File: src/rtl/regfile_pkg.sv
// Shared constants and helpers for the multi-port register file and its scoreboard.
package regfile_pkg;

   localparam int RESET_ZERO  = 0;
   localparam int RESET_INDEX = 1;
   localparam int MAX_BUS_W   = 128;

   // Extract read port k from a packed address bus; callers cast the result to ADDR_W bits.
   function automatic logic [31:0] unpack_addr(input logic [MAX_BUS_W-1:0] bus,
                                               input int k,
                                               input int addr_w);
      logic [MAX_BUS_W-1:0] shifted;
      shifted = bus >> (k * addr_w);
      return shifted[31:0] & ((32'd1 << addr_w) - 32'd1);
   endfunction

endpackage

File: src/rtl/regfile_scoreboard.sv
// Per-register pending bits, incrementally tracked pending count and
// read-port pending qualification for the multi-port register file.
module regfile_scoreboard
   import regfile_pkg::*;
#(
   parameter int ADDR_W   = 5,
   parameter int NUM_RD   = 2,
   parameter int ZERO_REG = 1
)(
   input  logic                     clk,
   input  logic                     rst_n,
   input  logic                     wr0_en,
   input  logic [ADDR_W-1:0]        wr0_addr,
   input  logic                     wr1_en,
   input  logic [ADDR_W-1:0]        wr1_addr,
   input  logic                     rsv_en,
   input  logic [ADDR_W-1:0]        rsv_addr,
   input  logic [NUM_RD*ADDR_W-1:0] rd_addr,
   output logic [NUM_RD-1:0]        rd_pend,
   output logic [ADDR_W:0]          pend_cnt
);

   localparam int DEPTH = 1 << ADDR_W;

   logic [DEPTH-1:0] pend_q, pend_d;
   logic [ADDR_W:0]  pend_cnt_q, pend_cnt_d;
   logic             rsv_ok;
   logic             set_new;
   logic             clr0;
   logic             clr1;

   // A reservation wins over a same-cycle write: it belongs to a newer producer.
   always_comb begin
      rsv_ok = rsv_en && !(ZERO_REG != 0 && rsv_addr == '0);
      pend_d = pend_q;
      for (int i = 0; i < DEPTH; i++) begin
         if (rsv_ok && rsv_addr == ADDR_W'(i)) begin
            pend_d[i] = 1'b1;
         end else if ((wr0_en && wr0_addr == ADDR_W'(i)) ||
                      (wr1_en && wr1_addr == ADDR_W'(i))) begin
            pend_d[i] = 1'b0;
         end
      end

      set_new = rsv_ok && !pend_q[rsv_addr];
      clr0    = wr0_en && pend_q[wr0_addr] && !(rsv_ok && rsv_addr == wr0_addr);
      clr1    = wr1_en && pend_q[wr1_addr] && !(rsv_ok && rsv_addr == wr1_addr) &&
                !(wr0_en && wr0_addr == wr1_addr);
      pend_cnt_d = pend_cnt_q + {{ADDR_W{1'b0}}, set_new}
                              - {{ADDR_W{1'b0}}, clr0}
                              - {{ADDR_W{1'b0}}, clr1};
   end

   always_ff @(posedge clk or negedge rst_n) begin
      if (!rst_n) begin
         pend_q     <= '0;
         pend_cnt_q <= '0;
      end else begin
         pend_q     <= pend_d;
         pend_cnt_q <= pend_cnt_d;
      end
   end

   // A value being bypassed this cycle is never reported as pending.
   always_comb begin
      logic [ADDR_W-1:0] ra;
      rd_pend = '0;
      ra      = '0;
      for (int k = 0; k < NUM_RD; k++) begin
         ra = ADDR_W'(unpack_addr(MAX_BUS_W'(rd_addr), k, ADDR_W));
         rd_pend[k] = pend_q[ra] && !(wr0_en && wr0_addr == ra) &&
                      !(wr1_en && wr1_addr == ra);
      end
   end

   assign pend_cnt = pend_cnt_q;

endmodule

File: src/rtl/regfile_mp.sv
// Multi-port register file: two prioritised write ports, NUM_RD combinational
// read ports with same-cycle write bypass, and a reservation scoreboard.
module regfile_mp
   import regfile_pkg::*;
#(
   parameter int DATA_W     = 32,
   parameter int ADDR_W     = 5,
   parameter int NUM_RD     = 2,
   parameter int RESET_MODE = 1,
   parameter int ZERO_REG   = 1
)(
   input  logic                     clk,
   input  logic                     rst_n,
   input  logic [NUM_RD*ADDR_W-1:0] rd_addr,
   output logic [NUM_RD*DATA_W-1:0] rd_data,
   output logic [NUM_RD-1:0]        rd_pend,
   input  logic                     wr0_en,
   input  logic [ADDR_W-1:0]        wr0_addr,
   input  logic [DATA_W-1:0]        wr0_data,
   input  logic                     wr1_en,
   input  logic [ADDR_W-1:0]        wr1_addr,
   input  logic [DATA_W-1:0]        wr1_data,
   input  logic                     rsv_en,
   input  logic [ADDR_W-1:0]        rsv_addr,
   output logic [ADDR_W:0]          pend_cnt
);

   localparam int DEPTH = 1 << ADDR_W;

   logic [DATA_W-1:0] regs_q [DEPTH];
   logic [DATA_W-1:0] regs_d [DEPTH];
   logic              wr0_ok;
   logic              wr1_ok;

   function automatic logic [DATA_W-1:0] reset_val(input int i);
      return (RESET_MODE == RESET_INDEX) ? DATA_W'(i) : '0;
   endfunction

   // Port 1 is applied last so it overrides port 0 on an address collision.
   always_comb begin
      wr0_ok = wr0_en && !(ZERO_REG != 0 && wr0_addr == '0);
      wr1_ok = wr1_en && !(ZERO_REG != 0 && wr1_addr == '0);
      regs_d = regs_q;
      if (wr0_ok) regs_d[wr0_addr] = wr0_data;
      if (wr1_ok) regs_d[wr1_addr] = wr1_data;
   end

   always_ff @(posedge clk or negedge rst_n) begin
      if (!rst_n) begin
         for (int i = 0; i < DEPTH; i++) regs_q[i] <= reset_val(i);
      end else begin
         regs_q <= regs_d;
      end
   end

   always_comb begin
      logic [ADDR_W-1:0] ra;
      logic [DATA_W-1:0] val;
      rd_data = '0;
      ra      = '0;
      val     = '0;
      for (int k = 0; k < NUM_RD; k++) begin
         ra = ADDR_W'(unpack_addr(MAX_BUS_W'(rd_addr), k, ADDR_W));
         if (ZERO_REG != 0 && ra == '0)       val = '0;
         else if (wr1_en && wr1_addr == ra)   val = wr1_data;
         else if (wr0_en && wr0_addr == ra)   val = wr0_data;
         else                                 val = regs_q[ra];
         rd_data[k*DATA_W +: DATA_W] = val;
      end
   end

   regfile_scoreboard #(
      .ADDR_W   (ADDR_W),
      .NUM_RD   (NUM_RD),
      .ZERO_REG (ZERO_REG)
   ) u_scoreboard (
      .clk      (clk),
      .rst_n    (rst_n),
      .wr0_en   (wr0_en),
      .wr0_addr (wr0_addr),
      .wr1_en   (wr1_en),
      .wr1_addr (wr1_addr),
      .rsv_en   (rsv_en),
      .rsv_addr (rsv_addr),
      .rd_addr  (rd_addr),
      .rd_pend  (rd_pend),
      .pend_cnt (pend_cnt)
   );

endmodule

File: config.mk
export PLATFORM = sky130hd
export DESIGN_NAME = regfile_mp
export DESIGN_NICKNAME = d
export VERILOG_FILES = /design/src/rtl/regfile_pkg.sv /design/src/rtl/regfile_scoreboard.sv /design/src/rtl/regfile_mp.sv
export SDC_FILE = /design/constraint.sdc
export NUM_CORES = 2
export LEC_CHECK = 0
export CAP_MARGIN = 20
export CORE_MARGIN = 2
export CORE_UTILIZATION = 28
export CTS_BUF_LIST = sky130_fd_sc_hd__clkbuf_16
export CTS_CLUSTER_SIZE = 28
export DETAILED_ROUTE_END_ITERATION = 8
export MAX_ROUTING_LAYER = met4
export PLACE_DENSITY = 0.48
export SYNTH_ARGS = -nofsm -noshare
export SYNTH_HDL_FRONTEND = slang
export SYNTH_HIERARCHICAL = 1
export SYNTH_SLANG_ARGS = --single-unit
File: constraint.sdc
create_clock -name clk -period 3.7 [get_ports clk]
set_clock_uncertainty 0.2 [all_clocks]
set_input_delay 0.555 -clock clk [delete_from_list [all_inputs] [get_ports clk]]
set_output_delay 0.555 -clock clk [all_outputs]
set_load 0.005 [all_outputs]
==> run_results.csv <==
group,metric,value,unit
cts,clk_pin_slew,0.06,ns
global_routing,grt_overflow_total,0,
timing,rsz0062_at_grt,"true",
floorplanning,die_h,499.8,um
pwr,ir_worst_vdd,0.4890,mV
synthesis,netlist_instances,6658,
floorplanning,io_pins,166,
synthesis,synthesis.area,68840,sq um
global_routing,grt_pass1_wl,480000,um
placement,io_buffers,165,
synthesis,synth_nets,6760,
pwr,power_leakage,36.92,nW
timing,hold_viol,0,
timing,worst_slack,-0.02938,ns
finish,fin_nets,7085,
timing,slew_violations,0,
worst_setup_path,cp-end-kind,"primary output",
worst_setup_path,reg2reg_to,"u_scoreboard/pend_cnt[5]",
global_routing,grt_pass1_vias,59170,
worst_setup_path,cp_data_arrival_time,2.97,ns
timing,min_period,3.729,ns
synthesis,ys_warn_count,6,
cts,cts_root_buffer,"clkbuf_16",
cts,clock_latency,0.80,ns
worst_setup_path,crit_required,2.94,ns
synthesis,async_flop_share,100.0,%
floorplanning,initial_utilization,28.07,%
route,ant_nets,0,
timing,relSlewSlack,43.61,%
synthesis,yosysMostFrequentCell,"mux2i_1",
cts,htree_levels,4,
synthesis,synth_top_cell_area_share,35.70,%
route,wl_per_cell,33.82,um
route,dr.first_iter.drc_count,8961,
global_routing,grtUsageTotal,27.77,%
worst_setup_path,r2r_slack,0.14,ns
cts,clkSinkCount,1062,
synthesis,syn_area_per_cell,10.34,sq um
synthesis,ys_seq_elements,1062,
synthesis,synth_edf_count,0,
synthesis,synthFlopType,"dfrtp_1",
worst_setup_path,r2r-start,"u_scoreboard/pend_q[23]",
timing,min_period_over_period,100.8,%
route,first_pass_iters,7,
cts,cts_buffers,134,
pwr,p_per_area,498.1,nW/um^2
synthesis,synth_area_leader_cell,"dfrtp_1",
worst_setup_path,start_kind,"input pin",
worst_setup_path,cp_max_fo,11,
finish,area_growth,26.04,%
synthesis,ys_types,76,
job,drv_cap,0,
placement,hpwlAfterDp,220200,um
synthesis,synth.top_cells.by_area,"dfrtp_1 36%, mux2i_1 17%, mux4_2 14%, a21oi_1 3.9%, o21ai_1 3.5%",
floorplanning,rows,182,
placement,dp_slack,-0.9017,ns
worst_hold_path,min_path_type,"in2async",
route,drt-vias-per-instance,5.957,
route,routed_wl,348900,um
worst_setup_path,worstRegToRegCells,12,
synthesis,synth.yosys.seq_area_share,38.75,%
floorplanning,die-area,249800,sq um
synthesis,synth_common_cells,"1148 x mux2i_1, 982 x dfrtp_1, 602 x nand2_1",
timing,tightest_slew,0.8459,ns
cts,cts_tree,"yes",
timing,fmax,0.2681,GHz
timing,setup_viol,1,
worst_setup_path,crit_type,"in2out",
finish,drive_above_1_share,26.63,%
floorplanning,core_area,245300,sq um
run_status,status,"complete, but fails checks",
global_routing,antenna_found_initial,6,
run_status,failed_checks,"setup timing",
floorplanning,die_x,499.8,um
placement,gp_congestion,0.9218,
route,route.detailed.drc,0,
pwr,power,43.21,mW
cts,cts_buffer_depth,3,
global_routing,grt_max_degree,117,
route,vias,61449,
## cells in the final DEF (no fill, tap or decap), types with 35 or more instances in the layout
master           instances
nand3_1                 46
o21ai_0                 35
mux2_1                  62
inv_1                   44
buf_4                  632
mux4_2                 439
a21oi_1                532
a22o_1                  57
dfstp_2                 80
nor2_1                 556
o21ai_1                479
dfrtp_1                981
o221ai_1                53
clkdlybuf4s50_1         78
clkbuf_16              145
buf_12                 229
mux2i_1               1146
nand2_1                577
a32oi_1                 82
## what timing repair did
| item | CTS | global route |
|---|---|---|
| pin swaps | 54 | 34 |
| hold buffers | 1 | 0 |
| buffers inserted | 63 | 26 |
| endpoints found under the setup margin | 66 | 55 |
| gates resized for setup | 269 | 113 |
| hold endpoints to repair | 183 | 0 |
| cloned | 7 | 6 |
## sequential cells by signal (all words and copies together), names as in the netlist
register and flops:
u_scoreboard/pend_q 32, regs_q 1024, u_scoreboard/pend_cnt 6
## cells by family (layout without fill, tap and decap cells)
group | Yosys count | in the layout | synth area share [%]
mux | 1676 | 1676 | 32.65
compound gates | 1531 | 1531 | 13.55
simple gates | 1426 | 1426 | 8.594
flops | 1062 | 1062 | 38.75
buf+inv | 896 | 1328 | 5.538
xor+xnor | 59 | 59 | 0.7507
fa+ha+maj | 8 | 8 | 0.1672
other cells | 0 | 6 | 0
## worst max path at each step
stage	to	from	cells after the start
floorplan	u_scoreboard/pend_cnt[5]	wr1_addr[0]	14
global placement	rd_data[34]	wr0_addr[1]	13
detailed placement	rd_data[34]	wr1_addr[1]	13
CTS	rd_data[58]	rd_addr[5]	11
global route	rd_data[52]	rd_addr[5]	11
finish	rd_data[5]	rd_addr[0]	11
## power by group
part / switching [mW] / internal [mW]
Sequential: 2.51 / 14.8
Clock: 5.80 / 7.72
Combinational: 5.92 / 6.45
Total: 14.2 / 29.0
## routing by layer
metal	global-route usage (%)	wire (um)
met1	37.54	145600
met2	39.47	149500
met3	6.421	35990
met4	12.23	17720
met5	-	0
## through the flow
| step | setup TNS, ns | hold slack, ns | utilization, % | cell area (sq um) | instances |
|---|---|---|---|---|---|
| floorplan | 0 | 0.05941 | - | 68850 | 6658 |
| global placement | -38.21 | 0.1775 | 32.69 | 80180 | 9973 |
| detailed placement | -38.27 | 0.1840 | 32.69 | 80180 | 9973 |
| CTS | -0.8169 | 0.07249 | 35.10 | 86080 | 10283 |
| global route | -0.03450 | 0.1045 | 35.37 | 86750 | 10314 |
| finish | -0.02938 | 0.09025 | 35.38 | 86760 | 10316 |
## cell type report
cell class	count	area (sq um)
diodes	6	15.01
clock buffers	139	3478
clock inverters	104	874.6
fillers	24013	158500
inverters	16	61.31
multi-input cells	4700	39860
flip-flops and latches	1062	26680
well taps	3220	4029
repair buffers	1069	11760
## worst max-delay path: stages
cell             delay (ns)
buf_16                 0.18
buf_12                 0.15
buf_12                 0.17
buf_6                  0.18
mux2i_1                0.29
o221ai_1               0.18
buf_4                  0.18
a211oi_2               0.28
nor4_4                 0.09
a221o_1                0.40
clkdlybuf4s15_1        0.25
No activity file was read; power rests on OpenSTA's default activity.
